[config.mk]
export PLATFORM = sky130hd
export DESIGN_NAME = seq_call
export DESIGN_NICKNAME = d
export VERILOG_FILES = /design/src/rtl/seq_call_pkg.sv /design/src/rtl/seq_call_lifo.sv /design/src/rtl/seq_call.sv
export SDC_FILE = /design/constraint.sdc
export NUM_CORES = 1
export LEC_CHECK = 0
export CAP_MARGIN = 40
export CORE_MARGIN = 2
export CORE_UTILIZATION = 45
export DETAILED_ROUTE_END_ITERATION = 10
export PLACE_DENSITY = 0.73
export SYNTH_ARGS = -nofsm -noshare
export SYNTH_HDL_FRONTEND = slang
export SYNTH_SLANG_ARGS = --single-unit
[constraint.sdc]
create_clock -name clock -period 2.3 [get_ports clock]
set_input_delay 0.23 -clock clock [delete_from_list [all_inputs] [get_ports clock]]
set_output_delay 0.23 -clock clock [all_outputs]
set_load 0.02 [all_outputs]
[src/rtl/seq_call_pkg.sv]
// Shared opcodes, state encoding, error causes and instruction field extraction for seq_call.
package seq_call_pkg;

    localparam int unsigned OP_W        = 4;
    localparam int unsigned FIELD_MAX_W = 64;

    localparam logic [OP_W-1:0] OP_NO   = 4'h0;
    localparam logic [OP_W-1:0] OP_CI   = 4'h1;
    localparam logic [OP_W-1:0] OP_CR   = 4'h2;
    localparam logic [OP_W-1:0] OP_JI   = 4'h3;
    localparam logic [OP_W-1:0] OP_JR   = 4'h4;
    localparam logic [OP_W-1:0] OP_JZ   = 4'h5;
    localparam logic [OP_W-1:0] OP_JN   = 4'h6;
    localparam logic [OP_W-1:0] OP_WZ   = 4'h7;
    localparam logic [OP_W-1:0] OP_WN   = 4'h8;
    localparam logic [OP_W-1:0] OP_CALL = 4'h9;
    localparam logic [OP_W-1:0] OP_RET  = 4'hA;
    localparam logic [OP_W-1:0] OP_LDC  = 4'hB;
    localparam logic [OP_W-1:0] OP_DJNZ = 4'hC;

    localparam logic [1:0] ERR_NONE      = 2'd0;
    localparam logic [1:0] ERR_ILLEGAL   = 2'd1;
    localparam logic [1:0] ERR_OVERFLOW  = 2'd2;
    localparam logic [1:0] ERR_UNDERFLOW = 2'd3;

    typedef enum logic [2:0] {
        ST_RESET = 3'd0,
        ST_READY = 3'd1,
        ST_WAITZ = 3'd2,
        ST_WAITN = 3'd3,
        ST_ERROR = 3'd4
    } state_t;

    function automatic logic [FIELD_MAX_W-1:0] low_mask(input int unsigned w);
        return (FIELD_MAX_W'(1) << w) - FIELD_MAX_W'(1);
    endfunction

    // Instruction layout is {op[3:0], A[addr_w-1:0], B[data_w-1:0]}
    function automatic logic [OP_W-1:0] field_op(input logic [FIELD_MAX_W-1:0] inst,
                                                 input int unsigned addr_w,
                                                 input int unsigned data_w);
        logic [FIELD_MAX_W-1:0] sh;
        sh = inst >> (addr_w + data_w);
        return sh[OP_W-1:0];
    endfunction

    function automatic logic [FIELD_MAX_W-1:0] field_a(input logic [FIELD_MAX_W-1:0] inst,
                                                      input int unsigned addr_w,
                                                      input int unsigned data_w);
        return (inst >> data_w) & low_mask(addr_w);
    endfunction

    function automatic logic [FIELD_MAX_W-1:0] field_b(input logic [FIELD_MAX_W-1:0] inst,
                                                      input int unsigned data_w);
        return inst & low_mask(data_w);
    endfunction

endpackage

[src/rtl/seq_call_lifo.sv]
// Return-address LIFO; top/full/empty are registered so they are valid the cycle after a push/pop.
module seq_call_lifo #(
    parameter int unsigned DEPTH = 4,
    parameter int unsigned WIDTH = 8
) (
    input  logic             clock,
    input  logic             reset,
    input  logic             push,
    input  logic             pop,
    input  logic [WIDTH-1:0] data,
    output logic [WIDTH-1:0] top,
    output logic             full,
    output logic             empty
);

    localparam int unsigned CNT_W = $clog2(DEPTH + 1);
    localparam int unsigned IDX_W = (DEPTH > 1) ? $clog2(DEPTH) : 1;

    logic [WIDTH-1:0] mem [DEPTH];
    logic [CNT_W-1:0] cnt;

    always_ff @(posedge clock or negedge reset) begin
        if (!reset) begin
            cnt   <= '0;
            top   <= '0;
            full  <= 1'b0;
            empty <= 1'b1;
            for (int i = 0; i < int'(DEPTH); i++) begin
                mem[i] <= '0;
            end
        end else if (push) begin
            mem[IDX_W'(cnt)] <= data;
            top              <= data;
            cnt              <= cnt + CNT_W'(1);
            full             <= (cnt + CNT_W'(1)) == CNT_W'(DEPTH);
            empty            <= 1'b0;
        end else if (pop) begin
            // New top is the entry beneath the one being removed
            top   <= mem[IDX_W'(cnt - CNT_W'(2))];
            cnt   <= cnt - CNT_W'(1);
            full  <= 1'b0;
            empty <= (cnt == CNT_W'(1));
        end
    end

endmodule

[src/rtl/seq_call.sv]
// Instruction sequencer: command issue, branches, waits, call/return and a loop counter.
module seq_call
    import seq_call_pkg::*;
#(
    parameter int unsigned ADDR_W      = 8,
    parameter int unsigned DATA_W      = 8,
    parameter int unsigned CMD_W       = 4,
    parameter int unsigned NUM_DEV     = 8,
    parameter int unsigned NUM_IREG    = 4,
    parameter int unsigned STACK_DEPTH = 4
) (
    input  logic                         clock,
    input  logic                         reset,
    input  logic [4+ADDR_W+DATA_W-1:0]   inst,
    input  logic                         inst_en,
    input  logic [NUM_IREG*DATA_W-1:0]   ireg,
    output logic [ADDR_W-1:0]            next,
    output logic [CMD_W+DATA_W-1:0]      oreg,
    output logic [NUM_DEV-1:0]           oreg_wen,
    output logic                         waiting,
    output logic                         error,
    output logic [1:0]                   err_code
);

    localparam int unsigned DEV_W = $clog2(NUM_DEV);
    localparam int unsigned SRC_W = $clog2(NUM_IREG);

    state_t                    state, state_d;
    logic [ADDR_W-1:0]         next_d, pc_inc, fa, stack_top;
    logic [DATA_W-1:0]         fb, sel, wsel, lcnt, lcnt_d, lcnt_dec;
    logic [OP_W-1:0]           op;
    logic [CMD_W-1:0]          cmd;
    logic [DEV_W-1:0]          dev;
    logic [SRC_W-1:0]          src, wsrc, wsrc_d;
    logic [CMD_W+DATA_W-1:0]   oreg_d;
    logic [NUM_DEV-1:0]        wen_d;
    logic [1:0]                err_code_d;
    logic                      push, pop, stack_full, stack_empty;
    logic [DATA_W-1:0]         ireg_a [NUM_IREG];

    assign op  = field_op(FIELD_MAX_W'(inst), ADDR_W, DATA_W);
    assign fa  = ADDR_W'(field_a(FIELD_MAX_W'(inst), ADDR_W, DATA_W));
    assign fb  = DATA_W'(field_b(FIELD_MAX_W'(inst), DATA_W));
    assign cmd = fa[CMD_W-1:0];
    assign dev = fa[DEV_W+CMD_W-1:CMD_W];
    assign src = fb[SRC_W-1:0];

    always_comb begin
        for (int k = 0; k < int'(NUM_IREG); k++) begin
            ireg_a[k] = ireg[k*DATA_W +: DATA_W];
        end
    end

    assign sel      = ireg_a[src];
    assign wsel     = ireg_a[wsrc];
    assign pc_inc   = next + ADDR_W'(1);
    assign lcnt_dec = lcnt - DATA_W'(1);

    seq_call_lifo #(
        .DEPTH (STACK_DEPTH),
        .WIDTH (ADDR_W)
    ) u_lifo (
        .clock (clock),
        .reset (reset),
        .push  (push),
        .pop   (pop),
        .data  (pc_inc),
        .top   (stack_top),
        .full  (stack_full),
        .empty (stack_empty)
    );

    // Next-state, stack control and registered-output values
    always_comb begin
        state_d    = state;
        next_d     = next;
        oreg_d     = '0;
        wen_d      = '0;
        err_code_d = err_code;
        lcnt_d     = lcnt;
        wsrc_d     = wsrc;
        push       = 1'b0;
        pop        = 1'b0;
        case (state)
            ST_RESET: state_d = ST_READY;
            ST_READY: begin
                if (inst_en) begin
                    case (op)
                        OP_NO: next_d = pc_inc;
                        OP_CI: begin
                            oreg_d = {cmd, fb};
                            wen_d  = NUM_DEV'(1) << dev;
                            next_d = pc_inc;
                        end
                        OP_CR: begin
                            oreg_d = {cmd, sel};
                            wen_d  = NUM_DEV'(1) << dev;
                            next_d = pc_inc;
                        end
                        OP_JI: next_d = fa;
                        OP_JR: next_d = ADDR_W'(sel);
                        OP_JZ: next_d = (sel == '0) ? fa : pc_inc;
                        OP_JN: next_d = (sel != '0) ? fa : pc_inc;
                        OP_WZ: begin
                            if (sel == '0) begin
                                next_d = pc_inc;
                            end else begin
                                wsrc_d  = src;
                                state_d = ST_WAITZ;
                            end
                        end
                        OP_WN: begin
                            if (sel != '0) begin
                                next_d = pc_inc;
                            end else begin
                                wsrc_d  = src;
                                state_d = ST_WAITN;
                            end
                        end
                        OP_CALL: begin
                            if (stack_full) begin
                                state_d    = ST_ERROR;
                                next_d     = '0;
                                err_code_d = ERR_OVERFLOW;
                            end else begin
                                push   = 1'b1;
                                next_d = fa;
                            end
                        end
                        OP_RET: begin
                            if (stack_empty) begin
                                state_d    = ST_ERROR;
                                next_d     = '0;
                                err_code_d = ERR_UNDERFLOW;
                            end else begin
                                pop    = 1'b1;
                                next_d = stack_top;
                            end
                        end
                        OP_LDC: begin
                            lcnt_d = fb;
                            next_d = pc_inc;
                        end
                        OP_DJNZ: begin
                            lcnt_d = lcnt_dec;
                            next_d = (lcnt_dec != '0) ? fa : pc_inc;
                        end
                        default: begin
                            state_d    = ST_ERROR;
                            next_d     = '0;
                            err_code_d = ERR_ILLEGAL;
                        end
                    endcase
                end
            end
            ST_WAITZ: begin
                if (wsel == '0) begin
                    next_d  = pc_inc;
                    state_d = ST_READY;
                end
            end
            ST_WAITN: begin
                if (wsel != '0) begin
                    next_d  = pc_inc;
                    state_d = ST_READY;
                end
            end
            ST_ERROR: next_d = '0;
            default:  state_d = ST_RESET;
        endcase
    end

    always_ff @(posedge clock or negedge reset) begin
        if (!reset) begin
            state    <= ST_RESET;
            next     <= '0;
            oreg     <= '0;
            oreg_wen <= '0;
            waiting  <= 1'b0;
            error    <= 1'b0;
            err_code <= ERR_NONE;
            lcnt     <= '0;
            wsrc     <= '0;
        end else begin
            state    <= state_d;
            next     <= next_d;
            oreg     <= oreg_d;
            oreg_wen <= wen_d;
            waiting  <= (state_d == ST_WAITZ) || (state_d == ST_WAITN);
            error    <= (state_d == ST_ERROR);
            err_code <= err_code_d;
            lcnt     <= lcnt_d;
            wsrc     <= wsrc_d;
        end
    end

endmodule

==> impl_metrics.csv <==
group,metric,value,unit
status,outcome,"completed",
drt,drtIter0Drc,267,
worst_setup_path,path_max_fanout,7,
worst_setup_path,crit_type,"flop to flop",
timing,period_needed,2.269,ns
drt,wl,14090,microns
synth,synth.most_common_cell,"dfrtp_1",
clock_tree,cts_buffers,9,
clock_tree,clk_path_buf_depth,2,
synth,avgSynthCellArea,9.751,sq um
drt,drtPass1Iterations,5,
timing,slew-limit-headroom,0.6090,
floorplan,die_x,108.5,microns
finish,antenna_cells,0,
placed_design,place.gp.congestion,1.022,
drt,num_vias,4553,
synth,synth_common_cells,"dfrtp_1 (89), nand2_1 (60), o21ai_0 (56)",
clock_tree,clock_latency,0.38,ns
worst_setup_path,worstSetupStartpoint,"lcnt[0]",
finish,area.growth.synth_to_final,36.91,%
worst_setup_path,cp-start-kind,"flop",
synth,yosysWarnings,0,
synth,ys.flop_type,"dfrtp_1",
power_and_ir_drop,cellPowerDensity,849.2,nW/um^2
synth,synth_edf_count,0,
clock_tree,cts_tree,"built",
finish,multiInputGateArea,2576,sq um
synth,synthDistinctLibCells,56,
finish,fillCellCount,915,
drt,drc,0,
finish,drive_gt1_frac,0.2163,
synth,synthArstFlopShare,1.000,
placed_design,numPortBuffers,86,
finish,nNetsFinal,720,
floorplan,fp.dieH,108.5,microns
clock_tree,htree_levels,3,
clock_tree,cts.sinks,90,
global_route,grt_pass1_wl,22780,microns
global_route,track_usage,0.2512,
timing,worst-slew-pin-transition,0.5824,ns
placed_design,dp.cells,774,
worst_hold_path,hold_start,"inst[0]",
synth,netlist_area,4915,sq um
job,max_cap_viol_count,0,
worst_setup_path,endpoint_kind,"flop",
global_route,grt.overflow.total,0,
floorplan,core_area,10750,sq um
clock_tree,ctsRootBufferMaster,"clkbuf_8",
finish,regArea,2253,sq um
worst_setup_path,r2r_start,"lcnt[0]",
power_and_ir_drop,fin_total_pwr,5.714,mW
drt,wire_per_inst,17.59,microns
timing,setup_viol,0,
synth,syn_nets,568,
power_and_ir_drop,ir_drop,0.0005150,V
worst_hold_path,min_path_type,"input port to flop",
timing,drv_slew,0,
synth,synthTopCellsByArea,"dfrtp_1 (45%), mux4_2 (6.9%), o21ai_0 (5.7%), nand2_1 (4.6%), nor2_1 (3.8%)",
timing,rsz0062_at_grt,"yes",
synth,ys_seq_area_frac,0.4585,
floorplan,die_area,11770,sq um
clock_tree,clk_pin_slew,0.09,ns
drt,routed_via_density,5.684,
floorplan,num_rows,38,
synth,synth_seq_cells,90,
worst_setup_path,required,2.56,ns
synth,synth_top_area_frac,0.4532,
global_route,antenna_found_initial,0,
timing,fin_crit_sh,0.9865,
timing,hold_viol,0,
worst_setup_path,cp.arrival,2.53,ns
floorplan,io_pins,87,
global_route,first_global_vias,4615,
placed_design,detailed_place_hpwl,10470,microns
drt,ant_nets,0,
power_and_ir_drop,leakage,2.925,nW
synth,synth_cells,504,
synth,yosysTopAreaCell,"dfrtp_1",
timing,fmax,440.7,MHz
finish,fin_cells,801,
timing,skew,0.008941,ns
floorplan,initial_core_util,0.4574,
global_route,grt_max_degree,44,
-- cell usage in the layout (no fill, tap or decap), types with 13 or more instances in the layout --
cell type and instances:
buf_4 74, dlygate4sd2_1 31, a21oi_1 20, clkdlybuf4s50_1 51, nor3_1 16, a31oi_1 14, nand2_1 60, dfrtp_1 89
nand3_1 13, mux4_2 16, nor2_1 50, o21ai_0 56
-- per-layer routing --
metal	share of wire	track usage	vias to the layer above	routed length [microns]
li1	-	-	2136	-
met1	0.40	0.3071	2205	5675
met2	0.50	0.4299	179	7079
met3	0.067	0.04521	33	937
met4	0.028	0.1181	0	397
met5	0	0	-	0
-- flip-flops by register name, indices dropped and copies added (netlist names) --
name	flops
err_code	2
state	3
error	1
oreg_wen	8
lcnt	8
waiting	1
next	8
u_lifo.top	8
wsrc	2
u_lifo.empty	1
u_lifo.mem	32
u_lifo.full	1
u_lifo.cnt	3
oreg	12
-- cell type report --
cell class                 instances  area share
multi-input combinational        379      0.3829
sequential                        90      0.3349
timing repair buffer             166      0.2174
tap                              140     0.02603
clock buffer                      10     0.01897
clock inverter                     6     0.01432
inverter                          10    0.005578
-- cell families after synthesis --
kind of cell	Yosys count	share of synthesized area
compound gates	138	0.1734
fa+ha+maj	9	0.02291
xor+xnor	12	0.02138
mux	28	0.1049
flops	90	0.4585
simple gates	192	0.1889
buf+inv	35	0.03004
-- worst max-delay path: stages (launching register included) --
cell and delay, ns:
dfrtp_1 0.40, inv_1 0.06, ha_1 0.23, xnor2_1 0.15
and3_1 0.19, and2_1 0.18, o2111ai_1 0.18, buf_4 0.20
a31oi_1 0.20, o22ai_1 0.10, mux2_4 0.26
-- per-stage QoR --
stage / cell area (sq um) / TNS [ns] / util / worst slack, ns / hold slack [ns]
floorplan: 4933 / -0.5211 / - / -0.08423 / -0.06559
global placement: 6377 / -8.587 / 0.5935 / -0.7891 / 0.2649
detailed placement: 6377 / -9.293 / 0.5935 / -0.8672 / 0.2676
CTS: 6649 / 0 / 0.6188 / 0.0006906 / 0.2705
global route: 6729 / -0.4754 / 0.6262 / -0.08410 / 0.2702
finish: 6729 / 0 / 0.6262 / 0.03101 / 0.2722
-- worst paths after layout --
check | end | slack, ns | cells after the start
min reg2reg | u_lifo.mem[25] | 0.48 | 2
min | oreg[0] | 0.27 | 4
max in group asynchronous | wsrc[1] | 1.24 | 3
max | next[5] | 0.03 | 10
min in group asynchronous | lcnt[3] | 0.39 | 2
max reg2reg | next[5] | 0.03 | 10
-- power by group --
group	switching (mW)	leakage (nW)	internal (mW)
combinational	1.04	1.64	1.05
clock	0.591	0.109	0.627
sequential	0.404	1.18	2.01
total	2.04	2.93	3.68
-- what timing repair did --
action / 4_1_cts / 5_1_grt
pin swaps: 5 / 7
endpoints found under the hold margin: 40 / 0
setup buffers: 7 / 3
setup endpoints to repair: 13 / 8
gates resized for setup: 46 / 11
hold buffers: 1 / 0
gates cloned: 0 / 0
Power figures use the tool's default switching activity.
